File: src/rtl/instr_fetch_mem.sv
// Instruction memory with a one-cycle registered fetch port.
// Program load port, stall hold, flush bubble and misalignment flag.
module instr_fetch_mem #(
    parameter int                INS_ADDRESS = 9,
    parameter int                DATA_W      = 32,
    parameter logic [DATA_W-1:0] NOP_WORD    = 32'h00000013
) (
    input  logic                   clk,
    input  logic                   rst_n,
    input  logic                   load_en,
    input  logic [INS_ADDRESS-1:0] load_addr,
    input  logic [DATA_W-1:0]      load_data,
    input  logic                   req_valid,
    input  logic [INS_ADDRESS-1:0] req_addr,
    output logic                   req_ready,
    input  logic                   stall,
    input  logic                   flush,
    output logic                   rsp_valid,
    output logic [DATA_W-1:0]      rsp_data,
    output logic [INS_ADDRESS-1:0] rsp_addr,
    output logic                   rsp_misaligned
);

    localparam int IDX_W = INS_ADDRESS - 2;
    localparam int DEPTH = 2 ** IDX_W;

    // Word array; every slot starts out as a harmless NOP.
    logic [DATA_W-1:0] mem [DEPTH] = '{default: NOP_WORD};

    logic [IDX_W-1:0] load_idx;
    logic [IDX_W-1:0] req_idx;
    logic             req_misaligned;
    logic             accept;
    logic             unused_load_lsb;

    assign load_idx        = load_addr[INS_ADDRESS-1:2];
    assign req_idx         = req_addr[INS_ADDRESS-1:2];
    assign req_misaligned  = (req_addr[1:0] != 2'b00);
    // Byte offset of a load is meaningless for a word store.
    assign unused_load_lsb = ^load_addr[1:0];

    // A load owns the array for the cycle, so a fetch never collides with it.
    assign req_ready = rst_n & ~stall & ~flush & ~load_en;
    assign accept    = req_valid & req_ready;

    // Program load; contents survive reset and loads are ignored in reset.
    always_ff @(posedge clk) begin
        if (rst_n && load_en) begin
            mem[load_idx] <= load_data;
        end
    end

    // Response register: reset > flush > stall hold > accept > bubble.
    always_ff @(posedge clk) begin
        if (!rst_n) begin
            rsp_valid      <= 1'b0;
            rsp_data       <= NOP_WORD;
            rsp_addr       <= '0;
            rsp_misaligned <= 1'b0;
        end else if (flush) begin
            rsp_valid      <= 1'b0;
            rsp_data       <= NOP_WORD;
            rsp_misaligned <= 1'b0;
        end else if (stall) begin
            rsp_valid      <= rsp_valid;
            rsp_data       <= rsp_data;
            rsp_addr       <= rsp_addr;
            rsp_misaligned <= rsp_misaligned;
        end else if (accept) begin
            rsp_valid      <= 1'b1;
            rsp_addr       <= req_addr;
            rsp_misaligned <= req_misaligned;
            rsp_data       <= req_misaligned ? NOP_WORD : mem[req_idx];
        end else begin
            rsp_valid      <= 1'b0;
            rsp_data       <= NOP_WORD;
            rsp_misaligned <= 1'b0;
        end
    end

endmodule

File: config.mk
export PLATFORM = sky130hd
export DESIGN_NAME = instr_fetch_mem
export DESIGN_NICKNAME = d
export VERILOG_FILES = /design/src/rtl/instr_fetch_mem.sv
export SDC_FILE = /design/constraint.sdc
export NUM_CORES = 2
export LEC_CHECK = 0
export ABC_CLOCK_PERIOD_IN_PS = 4140
export CORE_ASPECT_RATIO = 1.5
export CORE_MARGIN = 2
export CORE_UTILIZATION = 55
export DETAILED_ROUTE_END_ITERATION = 12
export PLACE_DENSITY = 0.69
export SLEW_MARGIN = 20
export SYNTH_ARGS = -nofsm -noshare
export SYNTH_HDL_FRONTEND = slang
export SYNTH_SLANG_ARGS = --single-unit
File: constraint.sdc
create_clock -name clk -period 4.14 [get_ports clk]
set_clock_uncertainty 0.15 [all_clocks]
set_input_delay 0.621 -clock clk [delete_from_list [all_inputs] [get_ports clk]]
set_output_delay 0.621 -clock clk [all_outputs]
set_load 0.005 [all_outputs]
# After elaboration in Yosys (flattened, before gate mapping)
# Memories as Yosys holds them, arrays and structs flattened.
# Cells that the tools add are included.
[word_totals]
reg_bits = 43
ramBits = 4096
input_bits = 56
output_inout_bits = 44
elab_cells = 23
mem_count = 1
[memory_table]
columns = ["name", "depth", "word_bits", "read_ports", "rd_clocked_by_memory_dff", "write_ports", "line_no", "rtl"]
rows = [
  ["mem", 128, 32, 1, 0, 1, "28", "logic [DATA_W-1:0] mem [DEPTH] = '{default: NOP_WORD};"],
]
[classes]
n_mux = 6
bitwise = 8
n_reduce_logical = 4
[ops]
columns = ["operator", "n"]
rows = [
  ["32-bit two-way mux", 2],
  ["1-bit bitwise AND", 4],
  ["1-bit two-way mux", 4],
  ["1-bit NOT", 4],
  ["3-bit AND reduction", 1],
  ["2-bit nonzero test", 1],
  ["2-bit OR reduction", 1],
  ["1-bit logical AND", 1],
]

# Longest topological paths before layout
[depth]
depth_word = 6
mapped_depth = 11
mapped_depth_nobuf = 6

# Least setup slack after synthesis
# OpenSTA, ideal clock, no wires.
[synth_path]
path_type = "input -> register"
startpoint = "input load_addr[4]"
endpoint = "memory mem[106][0], enable pin"
setup_ps = 421
arrival_ps = 2872
required_time_ps = 3569
path_slack_ps = 696
path_stages = 5
n_path_buf = 1
cell_sequence = "or3b_2 inv_1 nand2_1 clkbuf_1 nor2_1"
[synth_lines]
columns = ["item", "line_no", "rtl"]
rows = [
  ["start: declaration", "11", "input logic [INS_ADDRESS-1:0] load_addr,"],
  ["end: declaration", "28", ""],
]
# No word-level cell before the write port.

# Worst setup path in the final report
[layout_path]
startpoint = "input stall"
endpoint = "output req_ready"
[layout_between]
elab_chain_len = 4
[layout_rtl]
columns = ["item", "line_no", "rtl"]
rows = [
  ["start: declaration", "16", "input logic stall,"],
  ["1-bit NOT (no line)", "-", ""],
  ["1-bit bitwise AND (3 in series)", "43", "assign req_ready = rst_n & ~stall & ~flush & ~load_en;"],
  ["end: declaration", "15", "output logic req_ready,"],
]
# Every way passes these cells.

==> metrics <==
status completed; critical path class input pin to output pin; Period Utilization, post-route 0.8068; CTS Buf Count 369; Seq/Total Area, Yosys 0.7873; min Tclk post-route approximately 3300 ps; GP Congestion between 0.9 and 1; DR vias roughly 78000; PortBufs 97; synth warn 0; Post-Syn Area 157300 um2; FF-to-FF Start mem[71][31]$_DFFE_PP_; setup bufs post-CTS 0; clk sinks slightly above 4000; FF-to-FF path depth 5; # rows 240; DRT iter0 DRCs ~9800; Routed Wire Length ~430000 um; Async S/R FF share, synth 0; TNS Setup 0 ps; Worst Tran Pin Value approximately 1200 ps; non-filler cells in the finished layout roughly 12000; first drt pass iteration count 6; HP Class input pin to flop; clock latency on the worst-skew pair ~920 ps; min-delay src load_data[6]; unrepaired setup endpoints after global routing no; drt wl/cell roughly 37 um; Routed Antenna Nets 0; data arrival time of the worst path 2570 ps; Worst-path clk slew around 60 ps; # H-tree levels 5; detailed placer's ending HPWL 251100 um; vias in the first global route approximately 79000; core footprint about 280000 um2; CP required between 3000 and 4000 ps; Yosys cell types 55; Yosys reg bits approximately 4100; worst reg2reg endpoint rsp_data[31]$_SDFFE_PP0N_; grt ovf 0; Remaining DRCs 0; maximum VDD drop about 0.4 mV; CTS root buf clkbuf_16; Gate Count Post-Synth ~7000; Die Ht between 600 and 700 um; dpl cell area approximately 170000 um2; initial antenna violation count 24; Slew Limit Fails 0; EDFF count, synth approximately 4000; hold path depth 1; DP Cell Count about 11000; global-route wire length before repair 595400 um; Post-Synthesis Mean Instance Area ~23 um2; # IOs 100; R2R setup slack between 1000 and 1500 ps; Nets between 7000 and 8000; Max Cap Viol 0; CP Capture Type output pin; share of cells above drive strength 1 0.2731; crit path max fanout 6; Synth Net Count 7029; Main synth FF type edfxtp_1; final hold violations 0; gr usage total 0.2953; largest net degree at the start of global routing approximately 130; Leakage about 0.056 uW; vias per cell approximately 6.7; Cell Pwr Density between 400 and 500 nW/um2; Hold EP mem[65][6]$_DFFE_PP_; setup violators final 0; design area 179900 um2; CP Launch Type input pin; Peak Freq between 0.2 and 0.3 GHz; relative slew slack 0.2244; CTS tree built; initial core utilization 0.5527; die area slightly below 300000 um2; clk buf depth 4; area growth from synthesis to layout 14.36%; Die W ~440 um; overall power ~84000 uW
[logic make-up (layout without fill, tap and decap cells)]
family,after synthesis,in the layout,share of synthesized area
mux,1267,1267,0.1556
other cells,0,10,0
simple gates,510,510,0.01443
compound gates,655,655,0.02986
buf+inv,402,1253,0.01280
flops,4139,4139,0.7873
[flip-flops by register name, indices dropped and copies added (netlist names)]
signal / count
rsp_addr: 9
rsp_misaligned: 1
rsp_valid: 1
mem: 4096
rsp_data: 32
[worst max-delay path, stage by stage]
cell             delay [ps]
clkdlybuf4s50_1         750
nor4b_4                 390
buf_4                   250
clkdlybuf4s50_1         530
[cell usage in the layout (no fill, tap or decap), types with 16 or more instances in the layout]
cell / synthesis / layout
o211ai_1: 38 / 38
buf_12: 0 / 197
a22oi_1: 150 / 150
nor2_1: 176 / 44
nand3_1: 63 / 62
clkbuf_16: 0 / 375
buf_4: 53 / 315
dfxtp_1: 43 / 43
edfxtp_1: 4096 / 4096
clkinv_2: 0 / 58
mux2i_1: 319 / 319
a21oi_1: 85 / 85
a32oi_1: 57 / 57
clkdlybuf4s50_1: 0 / 60
clkbuf_1: 179 / 73
bufinv_16: 0 / 35
nand4_1: 16 / 16
o21ai_0: 49 / 49
o221ai_1: 107 / 107
nor2_4: 0 / 130
clkinv_1: 1 / 79
inv_6: 0 / 16
mux4_2: 943 / 943
o22ai_1: 105 / 105
nand2_1: 179 / 176
[layer usage]
layer,global-route usage,part of all wire
met5,0,0.00031
met2,0.4810,0.49
met1,0.3699,0.34
met4,0.1747,0.073
met3,0.05883,0.097
[Yosys cell counts, types with 5 or more instances]
| library cell | number | area share |
|---|---|---|
| buf_4 | 53 | 0.0025 |
| a22o_1 | 7 | 0.00039 |
| buf_2 | 107 | 0.0034 |
| o2111ai_1 | 5 | 0.00028 |
| buf_6 | 23 | 0.0016 |
| and2_1 | 8 | 0.00032 |
| nand3_1 | 63 | 0.0020 |
| nand4_1 | 16 | 0.00064 |
| mux2i_1 | 319 | 0.020 |
| mux2_2 | 5 | 0.00036 |
| nor2_1 | 176 | 0.0042 |
| a21boi_0 | 10 | 0.00048 |
| edfxtp_1 | 4096 | 0.78 |
| a211oi_1 | 5 | 0.00024 |
| nor3_1 | 7 | 0.00022 |
| nor2b_1 | 17 | 0.00068 |
| nand2_1 | 179 | 0.0043 |
| and3_1 | 7 | 0.00028 |
| mux4_2 | 943 | 0.13 |
| a41oi_1 | 5 | 0.00028 |
| a31oi_1 | 12 | 0.00048 |
| nand2b_1 | 11 | 0.00044 |
| clkbuf_1 | 179 | 0.0043 |
| o21ai_0 | 49 | 0.0016 |
| buf_1 | 34 | 0.00081 |
| a22oi_1 | 150 | 0.0072 |
| o211ai_1 | 38 | 0.0018 |
| o221ai_1 | 107 | 0.0060 |
| o22ai_1 | 105 | 0.0042 |
| nand3b_1 | 6 | 0.00029 |
| dfxtp_1 | 43 | 0.0055 |
| a21oi_1 | 85 | 0.0027 |
| a32oi_1 | 57 | 0.0032 |
[timing repair]
action	in CTS	in global routing
setup endpoints to repair	0	0
hold endpoints to repair	24	7
gates resized for setup	0	0
hold buffers	2	1
[stage by stage]
stage | setup slack [ps] | hold WS (ps) | util
4_1_cts | 880.0 | 24.46 | 0.6316
5_1_grt | 813.7 | 11.19 | 0.6320
2_1_floorplan | 696.4 | 288.8 | -
3_5_place_dp | 279.9 | 312.1 | 0.5905
6_report | 799.8 | 25.33 | 0.6320
3_3_place_gp | 217.0 | 298.6 | 0.5905
[worst max path at each step]
stage,from,endpoint,cells past startpoint
final,stall,req_ready,4
after global routing,stall,req_ready,4
after CTS,stall,req_ready,4
after detailed placement,req_addr[2],rsp_data[26]$_SDFFE_PP0N_,8
after global placement,req_addr[2],rsp_data[26]$_SDFFE_PP0N_,8
after floorplan,load_addr[4],mem[106][0]$_DFFE_PP_,5
[layout make-up]
class,count,area (um2)
sequential,4139,123900
fill,18610,104700
multi-input combinational,2432,32500
clock buffer,452,9713
timing repair buffer,586,7119
tap,3751,4693
clock inverter,209,1984
inverter,6,27.53
antenna,10,25.02
[where the power goes]
part           switching (uW)  internal (uW)  total, uW  leakage (uW)
logic                    2720           1480       4200        0.0132
registers                26.0          46100      46100        0.0372
clock network           15000          18900      33800       0.00571
total                   17700          66500      84200        0.0561
Power figures use the tool's default switching activity.
